File: config.mk
export PLATFORM = sky130hd
export DESIGN_NAME = jpeg_mcu_block_sched
export DESIGN_NICKNAME = d
export VERILOG_FILES = /design/src/rtl/jpeg_mcu_block_sched.sv
export SDC_FILE = /design/constraint.sdc
export NUM_CORES = 2
export LEC_CHECK = 0
export ABC_CLOCK_PERIOD_IN_PS = 5150
export CAP_MARGIN = 20
export CELL_PAD_IN_SITES_DETAIL_PLACEMENT = 1
export CELL_PAD_IN_SITES_GLOBAL_PLACEMENT = 1
export CORE_MARGIN = 2
export CORE_UTILIZATION = 54
export DETAILED_ROUTE_END_ITERATION = 8
export PLACE_DENSITY = 0.77
export REMOVE_ABC_BUFFERS = 1
export SYNTH_ARGS = -nofsm -noshare
export SYNTH_HDL_FRONTEND = slang
export SYNTH_SLANG_ARGS = --single-unit
export TNS_END_PERCENT = 30
File: constraint.sdc
create_clock -name clock -period 5.15 [get_ports clock]
set_input_delay 1.03 -clock clock [delete_from_list [all_inputs] [get_ports clock]]
set_output_delay 1.03 -clock clock [all_outputs]
set_load 0.1 [all_outputs]
File: src/rtl/jpeg_mcu_block_sched.sv
// Multi-channel 8x8 block scheduler: ping-pong buffers raster pixel vectors and
// replays each block channel by channel, level-shifted, under valid/ready.
module jpeg_mcu_block_sched #(
  parameter int NUM_CH      = 3,
  parameter int DATA_W      = 8,
  parameter int LEVEL_SHIFT = 1
) (
  input  logic                     clock,
  input  logic                     reset_n,
  input  logic                     flush,
  input  logic                     in_valid,
  output logic                     in_ready,
  input  logic [NUM_CH*DATA_W-1:0] in_data,
  output logic                     out_valid,
  input  logic                     out_ready,
  output logic [DATA_W-1:0]        out_data,
  output logic [1:0]               out_ch,
  output logic                     out_is_luma,
  output logic                     out_first,
  output logic                     out_last,
  output logic [15:0]              blocks_done
);

  // state  | meaning
  // IDLE   | no block being replayed; waiting for full[rd_bank]
  // STREAM | output registers hold a valid sample of bank rd_bank

  localparam int DEPTH = 2 * NUM_CH * 64;
  localparam int AW    = $clog2(DEPTH);
  localparam logic [1:0]        LAST_CH    = 2'(NUM_CH - 1);
  localparam logic [DATA_W-1:0] MSB        = {1'b1, {(DATA_W-1){1'b0}}};
  localparam logic [DATA_W-1:0] SHIFT_MASK = (LEVEL_SHIFT != 0) ? MSB : '0;

  typedef enum logic {IDLE, STREAM} state_t;

  logic [DATA_W-1:0] mem [DEPTH];
  logic [1:0]        full, full_set, full_clr;
  logic              wr_bank, rd_bank, rd_bank_nxt;
  logic [5:0]        widx, rd_idx, idx_nxt;
  logic [1:0]        ch_nxt;
  logic              accept, wr_done;
  logic              valid_nxt, bank_release, load;
  logic [AW-1:0]     rd_addr;
  logic [DATA_W-1:0] data_nxt;
  state_t            state, state_nxt;

  function automatic logic [AW-1:0] addr_of(input logic bank, input logic [1:0] ch,
                                            input logic [5:0] idx);
    int a;
    a = ((bank ? NUM_CH : 0) + int'(ch)) * 64 + int'(idx);
    return a[AW-1:0];
  endfunction

  assign in_ready = !full[wr_bank];
  assign accept   = in_valid && in_ready;
  assign wr_done  = accept && (widx == 6'd63);
  assign full_set = wr_done ? (wr_bank ? 2'b10 : 2'b01) : 2'b00;
  assign full_clr = bank_release ? (rd_bank ? 2'b10 : 2'b01) : 2'b00;

  // Sample storage needs no reset: full flags gate every read.
  always_ff @(posedge clock) begin
    if (accept) begin
      for (int c = 0; c < NUM_CH; c++) begin
        mem[addr_of(wr_bank, c[1:0], widx)] <= in_data[c*DATA_W +: DATA_W];
      end
    end
  end

  always_ff @(posedge clock or negedge reset_n) begin
    if (!reset_n) begin
      wr_bank <= 1'b0;
      widx    <= '0;
      full    <= '0;
    end else if (flush) begin
      wr_bank <= 1'b0;
      widx    <= '0;
      full    <= '0;
    end else begin
      if (accept) widx <= widx + 6'd1;
      if (wr_done) wr_bank <= !wr_bank;
      full <= (full | full_set) & ~full_clr;
    end
  end

  always_comb begin
    state_nxt    = state;
    rd_bank_nxt  = rd_bank;
    ch_nxt       = out_ch;
    idx_nxt      = rd_idx;
    valid_nxt    = out_valid;
    bank_release = 1'b0;
    load         = 1'b0;
    rd_addr      = '0;
    unique case (state)
      IDLE: begin
        if (full[rd_bank]) begin
          state_nxt = STREAM;
          valid_nxt = 1'b1;
          ch_nxt    = 2'd0;
          idx_nxt   = 6'd0;
          load      = 1'b1;
          rd_addr   = addr_of(rd_bank, 2'd0, 6'd0);
        end
      end
      STREAM: begin
        if (out_valid && out_ready) begin
          if (rd_idx != 6'd63) begin
            idx_nxt = rd_idx + 6'd1;
            load    = 1'b1;
            rd_addr = addr_of(rd_bank, out_ch, idx_nxt);
          end else if (out_ch != LAST_CH) begin
            ch_nxt  = out_ch + 2'd1;
            idx_nxt = 6'd0;
            load    = 1'b1;
            rd_addr = addr_of(rd_bank, ch_nxt, 6'd0);
          end else begin
            bank_release = 1'b1;
            rd_bank_nxt  = !rd_bank;
            ch_nxt       = 2'd0;
            idx_nxt      = 6'd0;
            // Chain straight into the other bank when it is already waiting.
            if (full[!rd_bank]) begin
              load    = 1'b1;
              rd_addr = addr_of(!rd_bank, 2'd0, 6'd0);
            end else begin
              state_nxt = IDLE;
              valid_nxt = 1'b0;
            end
          end
        end
      end
      default: state_nxt = IDLE;
    endcase
    data_nxt = load ? (mem[rd_addr] ^ SHIFT_MASK) : out_data;
  end

  always_ff @(posedge clock or negedge reset_n) begin
    if (!reset_n) begin
      state       <= IDLE;
      rd_bank     <= 1'b0;
      out_valid   <= 1'b0;
      out_data    <= '0;
      out_ch      <= '0;
      rd_idx      <= '0;
      blocks_done <= '0;
    end else if (flush) begin
      state       <= IDLE;
      rd_bank     <= 1'b0;
      out_valid   <= 1'b0;
      out_data    <= '0;
      out_ch      <= '0;
      rd_idx      <= '0;
      blocks_done <= '0;
    end else begin
      state     <= state_nxt;
      rd_bank   <= rd_bank_nxt;
      out_valid <= valid_nxt;
      out_data  <= data_nxt;
      out_ch    <= ch_nxt;
      rd_idx    <= idx_nxt;
      if (bank_release) blocks_done <= blocks_done + 16'd1;
    end
  end

  // Flags are qualified by out_valid so an idle scheduler drives all zeros.
  assign out_is_luma = out_valid && (out_ch == 2'd0);
  assign out_first   = out_valid && (rd_idx == 6'd0);
  assign out_last    = out_valid && (rd_idx == 6'd63);

endmodule

==> impl_metrics.yaml <==
finish:
  multi_input_area_um2: 37500
  layout_commonest_cell: "edfxtp_1"
  fillers: 22800
  seq_area_um2: 93300
  final_cell_mix: "3072 x edfxtp_1, 1370 x nand2_1, 1017 x mux2_2"
  postLayoutCellArea_um2: 158000
  syn2layout_area_growth_pct: 16.7
  drive_gt1_frac: 0.258
  nets: 10200
logic_synthesis:
  synth_top_area_share: 0.683
  synthTopCellsByArea: "edfxtp_1 68%, mux2_2 8.5%, a221oi_1 4.0%"
  synth_ff_type: "edfxtp_1"
  synth-edff-count: 3072
  synth_area_leader_cell: "edfxtp_1"
  postSynth.asyncResetShare: 0.0141
  syn_area_um2: 135000
  yosys_warnings: 0
  syn_inst: 9551
  synth_seq_cells: 3116
  yosysSeqAreaShare: 0.691
  avgSynthCellArea_um2: 14.1
  synth_cell_types: 86
detailed_routing:
  drtIter0Drc: 16400
  postRouteWirelength_um: 532000
  drc: 0
  routedWlPerCell_um: 38.7
  firstDrtPassIters: 9
  via_count: 99000
  ant_nets: 0
  vias_per_cell: 7.20
clock_network:
  worstSkewPairLatency_ns: 0.99
  cts_buffer_depth: 4
  htreeDepth: 5
  cts_buffers: 339
  cts.clk_slew.worst_paths_ns: 0.07
  cts_tree: "yes"
  cts-root-buf: "clkbuf_16"
  cts.sinks: 3116
sta:
  setup_viol: 0
  setup_tns_ns: 0
  maxSlewViolCount: 0
  fin_skew_ns: 0.0479
  whs_ns: 0.217
  max_freq_ghz: 0.196
  tightestPinTransition_ns: 1.43
  slew_headroom: 0.0464
  finalHoldViolations: 0
  rsz0062_at_grt: "false"
  finalCriticalPeriod_ns: 5.10
  timing.final.crit_share: 0.990
global_routing:
  grt_pass1_wl_um: 753000
  met1_usage: 0.519
  grt.met3_usage: 0.108
  grt_util_met2: 0.626
  grt_util_all_layers: 0.411
  overflow: 0
  grt_pass1_vias: 101000
  grt.busiest_layer: "met2"
  antenna_found_initial: 60
  grt_max_degree: 129
floorplanning:
  initial_core_util: 0.543
  dieHeight_um: 504
  die_area_um2: 254000
  core_um2: 249000
  num_rows: 183
  die_x_um: 504
  io_pins: 60
worst_hold_path:
  hold_class: "input pin to async pin"
power_and_ir_drop:
  p_int_mw: 41.9
  switching_share: 0.212
  power_mw: 53.2
  peakVddDrop_v: 0.000316
  power.switching_mw: 11.3
  p_leak_nw: 54.1
  seqPwrFrac: 0.524
  p_per_area_nw_per_um2: 338
  clock_power_share: 0.448
  p_comb_frac: 0.028
worst_setup_path:
  cp-end-kind: "flip-flop"
  cp.required_ns: 6.00
  critPathArrivalTime_ns: 5.95
  r2r_cells: 12
  worstSetupPathType: "flip-flop to flip-flop"
  rr_startpoint: "rd_idx[0]"
  start_kind: "flip-flop"
  worst-path-max-fanout: 16
  worstReg2RegEnd: "out_data[0]"
  reg2reg_slack_ns: 0.05
run:
  maxCapViolCount: 0
place:
  dp_hpwl_um: 333000
  gp_congestion: 0.974
  port_buffers: 59
  place_area_um2: 147000
run_status:
  status: "finished clean"
==> state kept, by name (all words and copies together) (netlist names) <==
signal	count
state	1
rd_bank	1
rd_idx	6
mem	3072
widx	6
full	2
blocks_done	16
out_data	8
out_valid	1
wr_bank	1
out_ch	2
==> routing by layer <==
| metal | part of all wire | vias to the layer above | routed length [µm] |
|---|---|---|---|
| met5 | 0.00053 | - | 280 |
| met4 | 0.081 | 42 | 43200 |
| met3 | 0.13 | 1965 | 67800 |
| met2 | 0.45 | 7855 | 239000 |
| met1 | 0.34 | 50400 | 181000 |
| li1 | - | 38800 | - |
==> critical path, cell delays in order, from the launching register on <==
cell      delay (ns)
dfrtp_1         0.51
buf_4           0.22
nand3_2         0.18
xor2_2          0.84
nor4_4          0.25
buf_4           0.27
buf_4           0.24
o21ai_0         0.13
nand4_1         0.34
or4_1           0.72
a21oi_1         0.51
nand4_1         0.37
a221oi_1        0.37
==> what timing repair did <==
item                                    CTS  global route
setup buffers                             3             0
resized for setup                         1             3
hold buffers                              0             0
pin swaps                                 1             0
endpoints found under the setup margin    1             3
==> final cells by class <==
type / count / share of cell area
Tap cell: 3330 / 0.0264
Clock inverter: 174 / 0.00964
Clock buffer: 419 / 0.0569
Multi-Input combinational cell: 5405 / 0.238
Antenna cell: 14 / 0.000222
Inverter: 119 / 0.00283
Timing Repair Buffer: 1173 / 0.0737
Sequential cell: 3116 / 0.592
==> cell families (layout without fill, tap and decap cells) <==
family          after synthesis  count (layout)  share of synthesized area
other cells                   0              14                          0
flops                      3116            3116                      0.691
compound gates             1857            1857                      0.102
mux                        1058            1058                     0.0881
buf+inv                    1030            1885                     0.0336
xor+xnor                     24              24                    0.00192
simple gates               2452            2452                     0.0819
fa+ha+maj                    14              14                    0.00141
==> synth_stat cells, types with 5 or more instances <==
cell type / count
o311ai_0: 9
nor2_1: 107
a21o_1: 7
nand4_1: 46
o21ai_1: 10
or4_1: 16
buf_1: 79
a22oi_1: 32
o2111ai_1: 10
o211ai_1: 36
and2_1: 21
a221oi_1: 610
o21ai_0: 230
buf_4: 19
inv_1: 118
a311oi_1: 71
nand3_1: 339
clkbuf_1: 441
o31a_1: 8
xor2_1: 13
mux2_2: 1017
o221ai_1: 64
nand2_1: 1376
a221o_1: 14
buf_2: 351
o22ai_1: 96
nand2b_1: 6
nor3_1: 178
xnor2_1: 6
a21oi_1: 130
o41ai_1: 14
nor4_1: 33
and3_1: 274
buf_6: 21
ha_1: 12
or3_1: 34
a211oi_1: 208
mux2i_1: 38
a31oi_1: 229
edfxtp_1: 3072
o31ai_1: 25
dfrtp_1: 44
a31o_2: 5
==> per-stage QoR <==
stage,util,std cells,worst slack [ns]
3_5_place_dp,0.591,13100,-0.535
3_3_place_gp,0.591,13100,-0.471
6_report,0.634,13800,0.0532
5_1_grt,0.634,13700,0.0769
4_1_cts,0.633,13700,0.00836
2_1_floorplan,-,8640,-20.19
==> worst max-delay path by stage <==
stage               from           to  slack [ns]
2_1_floorplan  out_valid  out_data[2]      -20.19
3_3_place_gp   out_ready  out_data[3]       -0.47
3_5_place_dp   out_ready  out_data[3]       -0.54
4_1_cts        rd_idx[0]  out_data[6]       0.008
5_1_grt        rd_idx[0]  out_data[6]        0.08
6_report       rd_idx[0]  out_data[0]        0.05
==> power groups by stage <==
stage / logic (mW) / clock network [mW] / registers, mW
6_report: 1.52 / 23.8 / 27.9
5_1_grt: 1.53 / 24.6 / 27.9
4_1_cts: 1.45 / 23.8 / 27.9
3_5_place_dp: 1.43 / 0 / 28.4
3_3_place_gp: 1.34 / 0 / 28.4
2_1_floorplan: 0.443 / 0 / 28.4
(Power assumes the default switching activity.)
